`src/rtl/oam_dma_ctrl.sv`:
```
// Sprite-RAM DMA engine: a CPU write to the DMA register copies one 256-byte page
// into the OAM data port while stalling the CPU; otherwise the CPU bus passes through.
//
// state | meaning
// IDLE  | CPU bus passed through to memory, CPU runs
// HALT  | CPU stalled, bus quiet for one cycle
// ALIGN | extra quiet cycle so every READ lands on an even cycle
// READ  | fetch byte {page_r, idx_r} into data_r
// WRITE | store data_r to the OAM data port, advance idx_r
module oam_dma_ctrl #(
    parameter logic [15:0] DMA_REG_ADDR  = 16'h4014,
    parameter logic [15:0] OAM_DATA_ADDR = 16'h2004,
    parameter int          XFER_LEN      = 256
) (
    input  logic        clk,
    input  logic        rst,
    input  logic [15:0] cpu_addr,
    input  logic [7:0]  cpu_wdata,
    input  logic        cpu_wen,
    input  logic        cpu_ren,
    output logic [7:0]  cpu_rdata,
    output logic        cpu_rdy,
    output logic [15:0] mem_addr,
    output logic [7:0]  mem_wdata,
    output logic        mem_wen,
    output logic        mem_ren,
    input  logic [7:0]  mem_rdata,
    output logic        dma_active
);

    typedef enum logic [2:0] {IDLE, HALT, ALIGN, READ, WRITE} state_t;

    localparam logic [7:0] LAST_IDX = 8'(XFER_LEN - 1);

    state_t     state, state_nxt;
    logic [7:0] page_r, idx_r, data_r;
    logic       par_r;
    logic       trig;

    assign trig = (state == IDLE) && cpu_wen && (cpu_addr == DMA_REG_ADDR);

    always_ff @(posedge clk or posedge rst) begin
        if (rst) begin
            state  <= IDLE;
            page_r <= 8'h00;
            idx_r  <= 8'h00;
            data_r <= 8'h00;
            par_r  <= 1'b0;
        end else begin
            state <= state_nxt;
            par_r <= ~par_r;
            if (trig) begin
                page_r <= cpu_wdata;
                idx_r  <= 8'h00;
            end
            if (state == READ)
                data_r <= mem_rdata;
            if (state == WRITE)
                idx_r <= idx_r + 8'h01;
        end
    end

    always_comb begin
        state_nxt = state;
        case (state)
            IDLE:    if (trig) state_nxt = HALT;
            HALT:    state_nxt = par_r ? READ : ALIGN;
            ALIGN:   state_nxt = READ;
            READ:    state_nxt = WRITE;
            WRITE:   state_nxt = (idx_r == LAST_IDX) ? IDLE : READ;
            default: state_nxt = IDLE;
        endcase
    end

    always_comb begin
        cpu_rdata  = 8'h00;
        cpu_rdy    = 1'b0;
        dma_active = 1'b1;
        mem_addr   = 16'h0000;
        mem_wdata  = 8'h00;
        mem_wen    = 1'b0;
        mem_ren    = 1'b0;
        case (state)
            IDLE: begin
                cpu_rdata  = mem_rdata;
                cpu_rdy    = 1'b1;
                dma_active = 1'b0;
                mem_addr   = cpu_addr;
                mem_wdata  = cpu_wdata;
                mem_wen    = cpu_wen;
                mem_ren    = cpu_ren;
            end
            READ: begin
                mem_addr = {page_r, idx_r};
                mem_ren  = 1'b1;
            end
            WRITE: begin
                mem_addr  = OAM_DATA_ADDR;
                mem_wdata = data_r;
                mem_wen   = 1'b1;
            end
            default: ;
        endcase
    end

endmodule

```
`config.mk`:
```
export PLATFORM = sky130hd
export DESIGN_NAME = oam_dma_ctrl
export DESIGN_NICKNAME = d
export VERILOG_FILES = /design/src/rtl/oam_dma_ctrl.sv
export SDC_FILE = /design/constraint.sdc
export NUM_CORES = 1
export LEC_CHECK = 0
export ABC_AREA = 1
export CAP_MARGIN = 20
export CORE_MARGIN = 8
export CORE_UTILIZATION = 45
export CTS_CLUSTER_SIZE = 16
export DETAILED_ROUTE_END_ITERATION = 8
export PLACE_DENSITY = 0.84
export RECOVER_POWER = 50
export REMOVE_ABC_BUFFERS = 1
export SETUP_SLACK_MARGIN = 0.05
export SYNTH_ARGS = -nofsm -noshare
export SYNTH_HDL_FRONTEND = slang
export SYNTH_SLANG_ARGS = --single-unit
```
`constraint.sdc`:
```
create_clock -name clk -period 2.58 [get_ports clk]
set_input_delay 0.645 -clock clk [delete_from_list [all_inputs] [get_ports clk]]
set_output_delay 0.645 -clock clk [all_outputs]
set_load 0.005 [all_outputs]
```
==> metrics.csv <==
metric,value,unit
fraction of synthesized cell area in xor and xnor cells,0,%
stage delay of the slowest cell on the critical path,0.53,ns
final weighted congestion of routability-driven global placement,0.876,
Hold Crit Class,flop to flop,
cell taking the most area after synthesis,dfrtp_1,
global router's overall resource usage,16.7,%
Yosys reg bits,28,
number of maximum-capacitance violations,0,
# nets final,344,
Setup Crit Path Kind,flop to primary output,
initial drt markers,95,
pin count of the biggest net entering global routing,29,
kind of start point of the critical path,flop,
I/O pin total,72,
number of I/O port buffers,71,
Worst Setup End Kind,primary output,
Bufs on Longest Clock Path,2,
hold bufs inserted after CTS,0,
leading cell types by total area after synthesis,"dfrtp_1 42%, nand2_1 13%, inv_1 7.8%, o21ai_0 7.7%, nor2_1 5.1%",
level count of the clock H-tree,1,
DR WL/cell,14.3,um
total wire length after detailed routing,5.06,mm
cells along the critical path,"nor2_4, nand2_1, buf_6, o21ai_0, clkdlybuf4s50_1",
final setup skew,0.00321,ns
clock buffers created by TritonCTS,3,
total number of clock tree sinks,28,
Post-Layout Inst Area,0.00260,sq mm
first-pass GRT wire length,8.27,mm
vias after detailed routing,1804,
"Slowest-stage cell, CP",clkdlybuf4s50_1,
status,"complete, no violations",
die boundary width,77.2,um
via count of the first global-routing pass,1831,
"critical path fanouts, max",21,
fill cell count,303,
adder and majority gate portion of the synthesized area,0.742,%
vertical die dimension,77.2,um
hold violation total from the final report,0,
CTS tree,yes,
sequential cell area fraction in the yosys report,41.6,%
multi-input logic area,800,sq um
maximum operating frequency,400,MHz
combined area of all synthesized cells,0.00169,sq mm
Post-Syn Instances,229,
first-pass iteration count of the detailed router,6,
diode insertion count for antenna repair,0,
placed cell area,0.00245,sq mm
Power per Cell Area,862,mW/mm^2
clock edge transition at the registers on the reported setup and hold paths,0.09,ns
library cell used as clock root buffer,clkbuf_8,
Total Power Consumption,2.24,mW
area of the die,0.00596,sq mm
worst rel slew slack,1.47,%
"Min Clock Period, post-route",2.50,ns
unrepaired setup endpoints after global routing,true,
"post-synthesis share of cell area spent on and, or, nand and nor gates",26.8,%
post-synthesis area per instance,7.36,sq um
effective utilization at floorplan,46.4,%
number of setup violations in the final report,0,
dominant combinational cell family by area after synthesis,simple AND/OR/NAND/NOR gates,
Tightest Pin Transition,1.48,ns
area share of the largest cell type after synthesis,41.6,%
layout cells sized above 1,12.1,%
clock latency on the worst-skew pair,0.28,ns
area added between synthesis and finish,54.3,%
Yosys warning total,0,
initial antenna violation count,0,
final max-slew violation count,0,
std cell rows,22,
smallest hold slack,0.424,ns
number of antenna-violating nets in the routed design,0,
Yosys cell types,25,
Sequential Area,702,sq um
global route total overflow,0,
mux cell area share after synthesis,0,%
Post-route DRC,0,
"Arr. time, crit path",1.86,ns
compound-cell area share of the yosys netlist,19.2,%
endpoint required time on the critical path,1.93,ns
end-of-flow core utilization,71.6,%
core outline area,0.00363,sq mm
total half-perimeter wirelength after legalization and detailed placement,3.71,mm
post-route fraction of the period consumed by the critical path,97.0,%
worst-case vdd ir drop,0.512,mV
routed vias/inst,5.10,
Lkg Pwr,1.42,nW
[worst max-delay path, delay by kind of cell (launching register included)]
family	cells	cell delay (ns)
buffers and inverters	2	0.72
flip-flops	1	0.46
AND/OR/NAND/NOR	2	0.24
AO/OA/AOI/OAI	1	0.16
[placed cells by master (no fill, tap or decap), types with 2 or more instances in the layout]
master	Yosys	final
nor2_1	23	23
nand2_1	59	59
dlymetal6s2s_1	0	14
nand3_4	1	2
inv_1	35	31
clkbuf_8	0	4
nand3_1	15	14
o21ai_0	26	22
dfrtp_1	28	27
clkdlybuf4s50_1	0	57
inv_2	0	3
nand2_2	2	2
o21ai_2	8	8
buf_6	2	2
a22o_1	8	8
o21ai_1	0	4
a21oi_1	4	4
buf_4	3	7
[synthesized netlist by cell type, drive strengths merged]
library cell	instances
nand3	17
o21ai	34
dfrtp	28
nor2	25
ha	1
clkbuf	3
nand2	61
o211ai	1
inv	35
nand4	1
nor3	1
o22ai	1
buf	7
a21oi	5
a22o	9
[kinds of logic (layout without fill, tap and decap cells)]
| family | after synthesis | after routing |
|---|---|---|
| buffers and inverters | 45 | 122 |
| and+or+nand+nor | 105 | 105 |
| AOI/OAI and AO/OA | 50 | 50 |
| DFF | 28 | 28 |
| adders and majority gates | 1 | 1 |
[registers in the layout (all words and copies together) (netlist names)]
name,flops
state,3
data_r,8
par_r,1
idx_r,8
page_r,8
[worst paths after layout]
path                       cells after the start  slack, ns               endpoint                 start
max reg2reg                                    7       0.92  page_r[0]$_DFFE_PP0P_  state[2]$_DFFE_PP0P_
max                                            5       0.08           mem_wdata[3]  state[0]$_DFFE_PP0P_
max in group asynchronous                      3       0.44   state[0]$_DFFE_PP0P_                   rst
min reg2reg                                    1       0.42        par_r$_DFF_PP0_       par_r$_DFF_PP0_
min                                            1       0.42        par_r$_DFF_PP0_       par_r$_DFF_PP0_
min in group asynchronous                      3       1.17  data_r[5]$_DFFE_PP0N_                   rst
[metal layers]
layer	part of all wire, %	routed length (um)	vias to the layer above	GRT usage (%)
met5	0	0	-	0
met1	38	1950	845	17.6
li1	-	-	889	-
met2	51	2600	61	29.7
met4	1.5	76	0	5.28
met3	8.5	432	9	6.64
[cell type report]
type	count	area share (%)
timing repair buffer	82	32.5
multi-input combinational	156	30.7
sequential	28	27.0
inverter	35	5.19
tap	48	2.31
clock buffer	4	2.12
timing repair inverter	1	0.192
[report_power, final]
group          switching, mW  total [mW]  internal [mW]
clock network          0.133       0.269          0.137
registers             0.0855       0.628          0.542
logic                  0.615        1.35          0.730
total                  0.833        2.24           1.41
[timing repair]
| item | in CTS | in global routing |
|---|---|---|
| setup endpoints to repair | 22 | 24 |
| gates cloned | 1 | 0 |
| endpoints found under the hold margin | 0 | 0 |
| pin swaps | 1 | 0 |
| gates resized for setup | 8 | 20 |
| buffers inserted | 2 | 3 |
[stage by stage]
step | TNS (ns) | cells | setup WS (ns)
after CTS | 0 | 351 | 0.0586
after floorplan | 0 | 219 | 0.539
final | 0 | 354 | 0.0781
after global routing | -0.0193 | 354 | -0.0193
after global placement | 0 | 344 | 0.0842
after detailed placement | 0 | 344 | 0.0739
Power figures use the tool's default switching activity.
